--- config.mk ---
export PLATFORM = sky130hd
export DESIGN_NAME = encoder_spi_slave
export DESIGN_NICKNAME = d
export VERILOG_FILES = /design/src/rtl/encoder_spi_slave.sv
export SDC_FILE = /design/constraint.sdc
export NUM_CORES = 1
export LEC_CHECK = 0
export CORE_ASPECT_RATIO = 0.8
export CORE_MARGIN = 2
export CORE_UTILIZATION = 50
export CTS_CLUSTER_DIAMETER = 40
export DETAILED_ROUTE_END_ITERATION = 16
export HOLD_SLACK_MARGIN = 0.06
export PLACE_DENSITY = 0.71
export SETUP_SLACK_MARGIN = 0.02
export SLEW_MARGIN = 20
export SYNTH_ARGS = -nofsm -noshare
export SYNTH_HDL_FRONTEND = slang
export SYNTH_SLANG_ARGS = --single-unit
export TNS_END_PERCENT = 100
--- constraint.sdc ---
create_clock -name clk -period 5.1 [get_ports clk]
set_input_delay 0.765 -clock clk [delete_from_list [all_inputs] [get_ports clk]]
set_output_delay 0.765 -clock clk [all_outputs]
set_load 0.1 [all_outputs]
--- src/rtl/encoder_spi_slave.sv ---
// SPI mode-0 slave that reports the quadrature count relative to a zero offset
// and accepts a command word per frame; the pins are synchronized into clk.
//   state | meaning
//   IDLE  | deselected, waiting for chip select to fall
//   SHIFT | frame in progress, shifting count out and command in
//   DONE  | full word exchanged, extra sck edges ignored until deselect
module encoder_spi_slave #(
  parameter int               WIDTH       = 16,
  parameter int               SYNC_STAGES = 2,
  parameter logic [WIDTH-1:0] CLEAR_CMD   = 16'hC1EA
) (
  input  logic             clk,
  input  logic             reset,
  input  logic [WIDTH-1:0] encoderCount,
  input  logic             sck,
  input  logic             cs_n,
  input  logic             mosi,
  output logic             miso,
  output logic             miso_oe,
  output logic [WIDTH-1:0] rxWord,
  output logic             frameDone
);

  localparam int             CW       = $clog2(WIDTH + 1);
  localparam logic [CW-1:0]  LAST_BIT = CW'(WIDTH - 1);
  localparam logic [CW-1:0]  FULL     = CW'(WIDTH);

  typedef enum logic [1:0] {IDLE, SHIFT, DONE} state_t;

  state_t                 r_state;
  logic [SYNC_STAGES-1:0] r_sck_sync;
  logic [SYNC_STAGES-1:0] r_cs_sync;
  logic [SYNC_STAGES-1:0] r_mosi_sync;
  logic                   r_sck_hist;
  logic                   r_cs_hist;
  logic [WIDTH-1:0]       r_tx_shift;
  logic [WIDTH-2:0]       r_rx_shift;
  logic [CW-1:0]          r_bit_count;
  logic [WIDTH-1:0]       r_snap_raw;
  logic [WIDTH-1:0]       r_zero_offset;
  logic [WIDTH-1:0]       r_rx_word;
  logic                   r_miso_oe;
  logic                   r_frame_done;

  logic             w_sck;
  logic             w_cs;
  logic             w_mosi;
  logic             w_sck_rise;
  logic             w_sck_fall;
  logic             w_cs_fall;
  logic             w_cs_rise;
  logic [WIDTH-1:0] w_diff;
  logic [WIDTH-1:0] w_rx_next;

  assign w_sck      = r_sck_sync[SYNC_STAGES-1];
  assign w_cs       = r_cs_sync[SYNC_STAGES-1];
  assign w_mosi     = r_mosi_sync[SYNC_STAGES-1];
  assign w_sck_rise =  w_sck & ~r_sck_hist;
  assign w_sck_fall = ~w_sck &  r_sck_hist;
  assign w_cs_fall  = ~w_cs  &  r_cs_hist;
  assign w_cs_rise  =  w_cs  & ~r_cs_hist;
  assign w_diff     = encoderCount - r_zero_offset;
  assign w_rx_next  = {r_rx_shift, w_mosi};

  // miso is the registered MSB of the transmit shifter, cleared whenever it must idle low.
  assign miso      = r_tx_shift[WIDTH-1];
  assign miso_oe   = r_miso_oe;
  assign rxWord    = r_rx_word;
  assign frameDone = r_frame_done;

  always_ff @(posedge clk) begin
    if (reset) begin
      r_state       <= IDLE;
      r_sck_sync    <= '0;
      r_cs_sync     <= '1;
      r_mosi_sync   <= '0;
      r_sck_hist    <= 1'b0;
      r_cs_hist     <= 1'b1;
      r_tx_shift    <= '0;
      r_rx_shift    <= '0;
      r_bit_count   <= '0;
      r_snap_raw    <= '0;
      r_zero_offset <= '0;
      r_rx_word     <= '0;
      r_miso_oe     <= 1'b0;
      r_frame_done  <= 1'b0;
    end else begin
      r_sck_sync   <= {r_sck_sync[SYNC_STAGES-2:0], sck};
      r_cs_sync    <= {r_cs_sync[SYNC_STAGES-2:0], cs_n};
      r_mosi_sync  <= {r_mosi_sync[SYNC_STAGES-2:0], mosi};
      r_sck_hist   <= w_sck;
      r_cs_hist    <= w_cs;
      r_miso_oe    <= ~w_cs;
      r_frame_done <= 1'b0;

      if (w_cs_rise) begin
        r_state    <= IDLE;
        r_tx_shift <= '0;
      end else begin
        case (r_state)
          IDLE: begin
            if (w_cs_fall) begin
              r_state     <= SHIFT;
              r_snap_raw  <= encoderCount;
              r_tx_shift  <= w_diff;
              r_rx_shift  <= '0;
              r_bit_count <= '0;
            end
          end
          SHIFT: begin
            // An sck edge coinciding with a chip-select edge is dropped.
            if (!w_cs_fall) begin
              if (w_sck_rise) begin
                r_rx_shift  <= w_rx_next[WIDTH-2:0];
                r_bit_count <= r_bit_count + 1'b1;
                if (r_bit_count == LAST_BIT) begin
                  r_state      <= DONE;
                  r_tx_shift   <= '0;
                  r_rx_word    <= w_rx_next;
                  r_frame_done <= 1'b1;
                  if (w_rx_next == CLEAR_CMD) r_zero_offset <= r_snap_raw;
                end
              end else if (w_sck_fall && (r_bit_count < FULL)) begin
                r_tx_shift <= {r_tx_shift[WIDTH-2:0], 1'b0};
              end
            end
          end
          DONE: begin
            r_tx_shift <= '0;
          end
          default: r_state <= IDLE;
        endcase
      end
    end
  end

endmodule

* Word-level counts from Yosys, hierarchy flattened *
Index checks and enable logic that the tools add are counted.

storage, ports and cells
  register bits = 96
  bits of input ports = 21
  output and inout port bits = 19
  logic and storage cells = 72

operators by class
  add/subtract/negate cells = 2
  order comparisons = 1
  equal/unequal tests = 10
  mux-type cells = 20
  bitwise logic cells = 13
  reduce and logical (&&, ||, !) cells = 12

operators by type and width
  cell                  count
  $mux 16               5
  $pmux 16 s3           1
  $mux 15               3
  $pmux 15 s2           1
  $reduce_and 5->1      4
  $eq 16x16->1 const B  1
  $sub 16x16->16        1
  $mux 5                3
  $pmux 5 s2            1
  $not 1->1             9
  $mux 2                4
  $ne 2x2->1 const B    4
  $ne 3x3->1 const B    2
  $pmux 2 s3            1
  $reduce_and 6->1      1
  $add 5x1->5 const B   1
  $eq 5x4->1 const B    1
  $lt 5x5->1 const B    1
  $reduce_or 5->1       1
  $and 1x1->1           4
  $reduce_and 3->1      1
  $reduce_bool 3->1     1
  $eq 2x1->1 const B    1
  $eq 2x2->1 const B    1
  other kinds (5)       5

* Logic depth before layout (Yosys ltp) *
Gate-level depths: netlist of the first run.

  depth after elaboration = 7
  mapped depth = 11

* Least setup slack after synthesis of the first run *
OpenSTA, ideal clock, no wires.

  path type = input port to flip-flop
  from = input port encoderCount[3]
  to = register r_tx_shift[11]
  arrival = 2.375 ns
  required time = 5.026 ns
  slack = 2.651 ns
  stages = 7
  path buffers = 0
  cell sequence = ha_1 -> a21o_1 -> a21oi_1 -> a21boi_0 -> o21ai_0 -> or3b_2 -> a31oi_1

on the way
  cells in the longest elaborated chain, start to end = 3

RTL lines
  element                 RTL line  text
  start: declaration      14        input logic [WIDTH-1:0] encoderCount,
  $sub 16x16->16          62        assign w_diff = encoderCount - r_zero_offset;
  $mux 16                 102       if (w_cs_fall) begin
  $pmux 16 s3             100       case (r_state)
  end signal: assignment  105       r_tx_shift <= w_diff;
  end signal: assignment  124       r_tx_shift <= {r_tx_shift[WIDTH-2:0], 1'b0};
  end: declaration        36        logic [WIDTH-1:0] r_tx_shift;

No other way between the ends. The select of a mux whose other input is x is not followed.
A chain may end at the register's enable or synchronous reset.

* Final worst setup path of the first run *
  from = input port encoderCount[9]
  to = register r_tx_shift[15]

The elaborated chain is that of the path after synthesis.

==> impl_metrics.env, run 1 <==
export IMPL_outcome="complete, no violations"
export IMPL_syn_inst=533
export IMPL_maxSlewViolCount=0
export IMPL_syn_num_nets=579
export IMPL_wl_met3_um=304
export IMPL_drt_initial_drc_count=168
export IMPL_tightest_slew_ps=1080
export IMPL_min_period_ps=2790
export IMPL_cts_resized=0
export IMPL_globalRouteOverflowTotal=0
export IMPL_ys_ff_latch=96
export IMPL_clock_sinks=96
export IMPL_finalCritPeriodShare_pct=54.6
export IMPL_setup_viol=0
export IMPL_synth_largest_area_cell="dfxtp_1"
export IMPL_holdWs_ps=419
export IMPL_grt_usage_pct=20.1
export IMPL_vias=3645
export IMPL_synth_most_common_cell="dfxtp_1"
export IMPL_gp_congestion=0.888
export IMPL_leakagePower_nw=2.04
export IMPL_final_core_util_pct=58.6
export IMPL_ios=40
export IMPL_finalHoldViolations=0
export IMPL_worstSetupPathType="primary input to flip-flop"
export IMPL_cp_cell_sequence="clkdlybuf4s50_1 > ha_1 > nand4_1 > nor2_1 > a21boi_0 > o21bai_1 > a2111o_1 > o31ai_1"
export IMPL_totalWireLength_um=9490
export IMPL_cts_tree="yes"
export IMPL_worstPathRequired_ps=5360
export IMPL_synth_cell_types=55
export IMPL_cp_data_arrival_time_ps=3040
export IMPL_wl_met2_um=4150
export IMPL_crit_fanout=7
export IMPL_htree_levels=3
export IMPL_yosys_warnings=0
export IMPL_pwr_density_cell_nw_per_um2=367
export IMPL_path_clk_slew_ps=70
export IMPL_antenna_cells=0
export IMPL_max_stage_delay_ps=430
export IMPL_first_global_vias=3450
export IMPL_setup_ws_ps=2310
export IMPL_fp_row_count=31
export IMPL_worst_setup_path_end_kind="flip-flop"
export IMPL_worstSetupStartpoint="encoderCount[9]"
export IMPL_vdd_ir_drop_max_v=0.000210
export IMPL_core_area_um2=8960
export IMPL_netlist_top_cells_count="96 x dfxtp_1, 83 x nand2_1, 58 x nor2_1"
export IMPL_fin_worst_skew_ps=9.99
export IMPL_final_fill_count=819
export IMPL_antenna_left=0
export IMPL_synth_seq_area_share_pct=42.2
export IMPL_cts_buffers=9
export IMPL_placedCellCount=663
export IMPL_wire_per_inst_um=14.0
export IMPL_slowest_stage="ha_1"
export IMPL_timing_rr_start="r_bit_count[0]"
export IMPL_syn_area_per_cell_um2=8.54
export IMPL_synth_top_area_share_pct=42.2
export IMPL_dr_max_layer_used="met4"
export IMPL_syn_to_final_growth_pct=15.4
export IMPL_drc=0
export IMPL_power_mw=1.93
export IMPL_grt_pass1_wl_um=16000
export IMPL_drv_cap=0
export IMPL_fin_tns_setup_ps=0
export IMPL_rsz0062_at_grt="no"
export IMPL_grt_antenna_before_repair=0
export IMPL_seq_area_um2=1920
export IMPL_vias_per_cell=5.37
export IMPL_fmax_ghz=0.359
export IMPL_start_util_pct=50.8
export IMPL_syn_cell_area_um2=4550
export IMPL_layout_drive_gt1_share_pct=5.14
export IMPL_worst_path_buf_inv=1
export IMPL_ys_async_sr_fraction_pct=0
export IMPL_dpl_cell_area_um2=4970
export IMPL_fp_dieW_um=111
export IMPL_worstSkewPairLatency_ps=350
export IMPL_grt_start_max_net_pins=60
export IMPL_synth_edf_count=0
export IMPL_die_area_um2=9890
export IMPL_fp_dieH_um=89.3
export IMPL_synth_area_leaders="dfxtp_1 42%, mux2i_1 7.9%, nand2_1 6.8%"
export IMPL_cp_top_family="compound AO/OA/AOI/OAI gates"
export IMPL_final_cells=679
export IMPL_hold_class="flip-flop to flip-flop"
export IMPL_dp_slack_ps=1970
export IMPL_post_cts_buffers=0
export IMPL_crit_path_start_kind="primary input"
export IMPL_final_area_um2=5250
export IMPL_layout_nets=605
export IMPL_numPortBuffers=39
export IMPL_clk_root_buffer_cell="clkbuf_16"
export IMPL_synthFlopType="dfxtp_1"
export IMPL_wl_met1_um=4910
export IMPL_multi_input_area_um2=2410
export IMPL_hold_start="r_cs_sync[0]"
export IMPL_firstDrtPassIters=5
export IMPL_clockBufferDepth=2
export IMPL_holdBufCountCts=0
export IMPL_hpwlAfterDp_um=6420
export IMPL_slew_headroom_pct=28.3
[final cells by class]
class | count | area share [%]
clock inverter | 7 | 1.14
multi-input combinational | 387 | 45.9
sequential | 96 | 36.6
timing repair buffer | 41 | 7.62
clock buffer | 9 | 4.29
inverter | 24 | 1.72
tap | 115 | 2.74
[per-layer routing]
| metal | up-vias | GRT usage [%] |
|---|---|---|
| met5 | - | 0 |
| met4 | 0 | 6.93 |
| met3 | 10 | 5.90 |
| met2 | 48 | 32.1 |
| met1 | 1708 | 26.3 |
| li1 | 1879 | - |
[cells by family (layout without fill, tap and decap cells)]
group / count (synthesis) / in the layout / synth area share, %
adders and majority gates: 25 / 25 / 7.04
DFF: 96 / 96 / 42.2
buffers and inverters: 50 / 81 / 5.03
AOI/OAI and AO/OA: 112 / 112 / 15.0
muxes: 36 / 36 / 7.92
and+or+nand+nor: 206 / 206 / 21.2
xor gates and xnor gates: 8 / 8 / 1.54
[worst paths after layout]
check / endpoint / cells after the start / slack, ps
setup / recovery: r_tx_shift[15] / 8 / 2310
hold / removal: r_cs_sync[1] / 1 / 420
setup reg to reg: r_zero_offset[8] / 8 / 2390
hold reg to reg: r_cs_sync[1] / 1 / 420
[cells in the final DEF, fill, tap and decap left out, types with 5 or more instances in the layout]
master and n:
ha_1 24, dfxtp_1 96, a21oi_1 53, nor2b_1 10, a211oi_1 7, nor3_1 8
nor2_1 58, or2_2 5, clkbuf_16 9, a31oi_1 5, inv_1 24, o31a_1 5
mux2i_1 36, and3_1 5, nand3_1 7, o21ai_0 13, nand2_1 83, clkdlybuf4s50_1 38
[where the power goes]
group          switching (mW)  total [mW]  internal, mW
clock                   0.308       0.649         0.341
sequential             0.0368       0.853         0.816
combinational           0.268       0.428         0.159
total                   0.613        1.93          1.32
[sequential cells by signal, indices dropped and copies added (netlist names)]
| signal | cells |
|---|---|
| r_state | 2 |
| r_tx_shift | 16 |
| r_cs_sync | 2 |
| r_zero_offset | 16 |
| frameDone | 1 |
| miso_oe | 1 |
| r_mosi_sync | 2 |
| r_rx_shift | 15 |
| r_sck_hist | 1 |
| r_snap_raw | 16 |
| rxWord | 16 |
| r_cs_hist | 1 |
| r_bit_count | 5 |
| r_sck_sync | 2 |
No activity file was read; power rests on OpenSTA's default activity.
==> inputs of run 2 (changes only) <==
==> constraint.sdc (replaced) <==
create_clock -name clk -period 2.7 [get_ports clk]
set_input_delay 0.405 -clock clk [delete_from_list [all_inputs] [get_ports clk]]
set_output_delay 0.405 -clock clk [all_outputs]
set_load 0.1 [all_outputs]
==> run 2 against run 1 <==
Clock power increased by 100%. Largest cell class unchanged. Design area increased by 2.5%. Critical path type is now flip-flop to flip-flop. Critical endpoint is now r_zero_offset[9]. First-iteration DRC count increased by 27%. Via count increased by 3.2%. Non-clock buffer count increased by 21.
==> impl_metrics.env, run 2 (synthesis results as in run 1) <==
export IMPL_outcome="complete, no violations"
export IMPL_reg2reg_slack_ps=310
export IMPL_clockBufferDepth=2
export IMPL_maxSlewViolCount=0
export IMPL_fp_row_count=31
export IMPL_worstPathRequired_ps=2910
export IMPL_vias_per_cell=5.37
export IMPL_layout_drive_gt1_share_pct=11.8
export IMPL_internal_power_mw=2.62
export IMPL_syn_to_final_growth_pct=18.3
export IMPL_slowest_stage="or4_4"
export IMPL_vdd_ir_drop_max_v=0.000453
export IMPL_crit_fanout=16
export IMPL_fmax_ghz=0.419
export IMPL_met1_usage_pct=27.4
export IMPL_cts_buffers=9
export IMPL_cts_resized=0
export IMPL_crit_cells=8
export IMPL_numPortBuffers=39
export IMPL_clk_root_buffer_cell="clkbuf_16"
export IMPL_cp_data_arrival_time_ps=2600
export IMPL_grt_usage_pct=20.4
export IMPL_die_area_um2=9890
export IMPL_drv_cap=0
export IMPL_holdWs_ps=419
export IMPL_hpwlAfterDp_um=6920
export IMPL_final_cells=700
export IMPL_finalCritPeriodShare_pct=88.4
export IMPL_worstSetupStartpoint="r_bit_count[0]"
export IMPL_globalRouteOverflowTotal=0
export IMPL_leakagePower_nw=2.19
export IMPL_gr_usage_met2_pct=33.3
export IMPL_gp_congestion=0.811
export IMPL_placedCellCount=684
export IMPL_pwr_density_cell_nw_per_um2=701
export IMPL_setup_viol=0
export IMPL_swShare_pct=30.6
export IMPL_clock_sinks=96
export IMPL_p_comb_share_pct=22.6
export IMPL_fin_tns_setup_ps=0
export IMPL_cts_tree="yes"
export IMPL_layout_nets=626
export IMPL_tightest_slew_ps=780
export IMPL_hold_class="flip-flop to flip-flop"
export IMPL_max_stage_delay_ps=730
export IMPL_timing_rr_start="r_bit_count[0]"
export IMPL_grt_start_max_net_pins=57
export IMPL_drt_initial_drc_count=214
export IMPL_core_area_um2=8960
export IMPL_wire_per_inst_um=14.0
export IMPL_start_util_pct=50.8
export IMPL_worstSetupEndpoint="r_zero_offset[9]"
export IMPL_grt_antenna_before_repair=0
export IMPL_crit_top_cell="ha_1"
export IMPL_htree_levels=3
export IMPL_p_clk_share_pct=34.8
export IMPL_path_clk_slew_ps=70
export IMPL_switchingPower_mw=1.16
export IMPL_holdBufCountCts=0
export IMPL_final_fill_count=786
export IMPL_vias=3761
export IMPL_power_mw=3.78
export IMPL_setup_ws_ps=313
export IMPL_crit_path_start_kind="flip-flop"
export IMPL_worstSetupPathType="flip-flop to flip-flop"
export IMPL_seqPwrFrac_pct=42.6
export IMPL_dp_slack_ps=4.52
export IMPL_dpl_cell_area_um2=5080
export IMPL_final_core_util_pct=60.1
export IMPL_min_period_ps=2390
export IMPL_antenna_cells=0
export IMPL_reg2reg_to="r_zero_offset[9]"
export IMPL_top_usage_layer="met2"
export IMPL_first_global_vias=3538
export IMPL_r2r_cells=8
export IMPL_worstSkewPairLatency_ps=350
export IMPL_totalWireLength_um=9810
export IMPL_firstDrtPassIters=5
export IMPL_grt_pass1_wl_um=16500
export IMPL_mostFrequentLayoutCells="96 x dfxtp_1, 83 x nand2_1, 58 x nor2_1, 53 x a21oi_1, 42 x buf_4"
export IMPL_post_cts_buffers=0
export IMPL_worst_setup_path_end_kind="flip-flop"
export IMPL_drc=0
export IMPL_final_common_cell="dfxtp_1"
export IMPL_grt_met3_usage_pct=4.54
export IMPL_finalHoldViolations=0
export IMPL_antenna_left=0
export IMPL_final_area_um2=5380
export IMPL_worst_path_buf_inv=0
export IMPL_fin_worst_skew_ps=8.35
export IMPL_ios=40
export IMPL_fp_dieH_um=89.3
export IMPL_cp_top_family="simple AND/OR/NAND/NOR gates"
export IMPL_rsz0062_at_grt="no"
export IMPL_fp_dieW_um=111
export IMPL_slew_headroom_pct=48.0
export IMPL_cp_cell_sequence="ha_1 > and3_1 > ha_1 > nand2_1 > or2_1 > or4_4 > mux2i_1 > nor2_1"
run 2: how the worst min path moves through the flow:
stage	from	end	slack, ps	cells after the start
final	r_cs_sync[0]	r_cs_sync[1]	420	1
after CTS	r_cs_sync[0]	r_cs_sync[1]	430	1
after global placement	r_cs_sync[0]	r_cs_sync[1]	390	1
after global routing	r_cs_sync[0]	r_cs_sync[1]	430	1
after floorplan	r_cs_sync[0]	r_cs_sync[1]	390	1
after detailed placement	r_cs_sync[0]	r_cs_sync[1]	400	1
run 2: power by group through the flow:
stage / clock network (mW) / logic, mW / registers, mW
6_report: 1.31 / 0.854 / 1.61
2_1_floorplan: 0 / 0.585 / 1.67
5_1_grt: 1.39 / 0.949 / 1.62
4_1_cts: 1.34 / 0.851 / 1.61
3_3_place_gp: 0 / 0.827 / 1.64
3_5_place_dp: 0 / 0.846 / 1.64
run 2: area by class of cell:
class | count | area [um^2] | area share (%)
tap | 115 | 144 | 2.67
clock buffer | 9 | 225 | 4.18
timing repair buffer | 62 | 510 | 9.48
multi-input combinational | 387 | 2410 | 44.8
clock inverter | 7 | 82.6 | 1.53
inverter | 24 | 90.1 | 1.67
sequential | 96 | 1920 | 35.7
run 2: layer usage:
metal,vias to the layer above,share of wire (%)
met1,1738,50
met4,0,1.6
met5,-,0
met2,86,44
li1,1923,-
met3,14,4.3
==> inputs of run 3 (changes only) <==
--- a/config.mk
+++ b/config.mk
@@ -5,7 +5,7 @@
 export SDC_FILE = /design/constraint.sdc
 export NUM_CORES = 1
 export LEC_CHECK = 0
-export CORE_ASPECT_RATIO = 0.8
+export CORE_ASPECT_RATIO = 0.6
 export CORE_MARGIN = 2
 export CORE_UTILIZATION = 50
 export CTS_CLUSTER_DIAMETER = 40
==> run 3 against run 2 <==
Final cell count fell by 0.29%. Combinational power grew 4.9%. Hold slack worse by 6.5 ps. Critical path type unchanged. Critical endpoint is now r_zero_offset[1]. Largest power group unchanged. Highest routed layer unchanged.
==> impl_metrics.env, run 3 (synthesis results as in run 1) <==
export IMPL_antenna_left=0
export IMPL_numPortBuffers=39
export IMPL_final_cells=698
export IMPL_crit_path_start_kind="flip-flop"
export IMPL_fin_worst_skew_ps=7.03
export IMPL_dp_slack_ps=-33.8
export IMPL_layout_drive_gt1_share_pct=11.8
export IMPL_drv_cap=0
export IMPL_cp_data_arrival_time_ps=2670
export IMPL_die_area_um2=9910
export IMPL_worstSetupEndpoint="r_zero_offset[1]"
export IMPL_grt_start_max_net_pins=32
export IMPL_totalWireLength_um=10600
export IMPL_cts_resized=0
export IMPL_path_clk_slew_ps=70
export IMPL_pwr_density_cell_nw_per_um2=710
export IMPL_post_cts_buffers=0
export IMPL_drc=0
export IMPL_worstSetupStartpoint="r_bit_count[0]"
export IMPL_antenna_cells=0
export IMPL_reg2reg_to="r_zero_offset[1]"
export IMPL_hold_class="flip-flop to flip-flop"
export IMPL_hpwlAfterDp_um=7580
export IMPL_fp_row_count=26
export IMPL_maxSlewViolCount=0
export IMPL_clock_sinks=96
export IMPL_power_mw=3.83
export IMPL_grt_antenna_before_repair=0
export IMPL_fp_dieW_um=127
export IMPL_min_period_ps=2430
export IMPL_tightest_slew_ps=846
export IMPL_vias=3860
export IMPL_setup_ws_ps=266
export IMPL_worstPathRequired_ps=2930
export IMPL_cts_tree="yes"
export IMPL_placedCellCount=682
export IMPL_r2r_cells=8
export IMPL_final_common_cell="dfxtp_1"
export IMPL_globalRouteOverflowTotal=0
export IMPL_htree_levels=3
export IMPL_final_core_util_pct=62.1
export IMPL_outcome="complete, no violations"
export IMPL_met1_usage_pct=33.1
export IMPL_start_util_pct=52.4
export IMPL_hold_start="r_cs_sync[0]"
export IMPL_first_global_vias=3532
export IMPL_setup_viol=0
export IMPL_fmax_ghz=0.411
export IMPL_wire_per_inst_um=15.2
export IMPL_ios=40
export IMPL_clk_root_buffer_cell="clkbuf_16"
export IMPL_core_area_um2=8690
export IMPL_mostFrequentLayoutCells="96 x dfxtp_1, 83 x nand2_1, 58 x nor2_1, 53 x a21oi_1, 42 x buf_4"
export IMPL_timing_rr_start="r_bit_count[0]"
export IMPL_grt_met3_usage_pct=7.03
export IMPL_vias_per_cell=5.53
export IMPL_vdd_ir_drop_max_v=0.000344
export IMPL_reg2reg_slack_ps=270
export IMPL_dpl_cell_area_um2=5090
export IMPL_crit_fanout=16
export IMPL_fp_dieH_um=77.9
export IMPL_leakagePower_nw=2.19
export IMPL_final_area_um2=5400
export IMPL_holdBufCountCts=0
export IMPL_rsz0062_at_grt="no"
export IMPL_gp_congestion=0.880
export IMPL_finalCritPeriodShare_pct=90.2
export IMPL_worstSkewPairLatency_ps=350
export IMPL_top_usage_layer="met1"
export IMPL_fin_tns_setup_ps=0
export IMPL_layout_nets=627
export IMPL_clockBufferDepth=2
export IMPL_worstSetupPathType="flip-flop to flip-flop"
export IMPL_firstDrtPassIters=5
export IMPL_slew_headroom_pct=43.6
export IMPL_drt_initial_drc_count=276
export IMPL_grt_pass1_wl_um=17500
export IMPL_worst_setup_path_end_kind="flip-flop"
export IMPL_grt_usage_pct=22.3
export IMPL_cts_buffers=9
export IMPL_syn_to_final_growth_pct=18.6
export IMPL_finalHoldViolations=0
export IMPL_gr_usage_met2_pct=31.8
export IMPL_holdWs_ps=412
run 3: changes by cell type in the layout (fill, tap and decap cells not counted), sizes merged:
cell,before,now
buf,43,44
clkbuf,9,10
inv,29,28
clkinvlp,0,1
clkinv,1,0
run 3: metal layers:
layer	part of all wire, %	vias up
met5	0	-
met4	0.66	0
met3	6.2	7
met2	40	90
met1	53	1835
li1	-	1928
run 3: worst min-delay path by stage:
| stage | to | slack (ps) | depth (start not counted) |
|---|---|---|---|
| final | r_cs_sync[1] | 410 | 1 |
| after global routing | r_cs_sync[1] | 440 | 1 |
| after CTS | r_cs_sync[1] | 420 | 1 |
| after detailed placement | r_cs_sync[1] | 410 | 1 |
| after global placement | r_cs_sync[1] | 400 | 1 |
| after floorplan | r_cs_sync[1] | 390 | 1 |
run 3: final cells by class:
cell class / count / area, um^2
sequential: 96 / 1920
fill: 773 / 3290
inverter: 24 / 90.1
clock buffer: 10 / 229
multi-input combinational: 387 / 2410
tap: 112 / 140
timing repair buffer: 63 / 531
clock inverter: 6 / 75.1
run 3: worst max-delay path, stage by stage, from the launching register on:
cell and delay, ps:
dfxtp_1 380, ha_1 180, and3_1 170, ha_1 220
nand2_1 90, or2_1 240, or4_4 730, mux2i_1 240
nor2_1 60
run 3: power breakdown:
group          switching [mW]  internal, mW
logic                   0.539         0.357
clock network           0.585         0.735
registers              0.0740          1.54
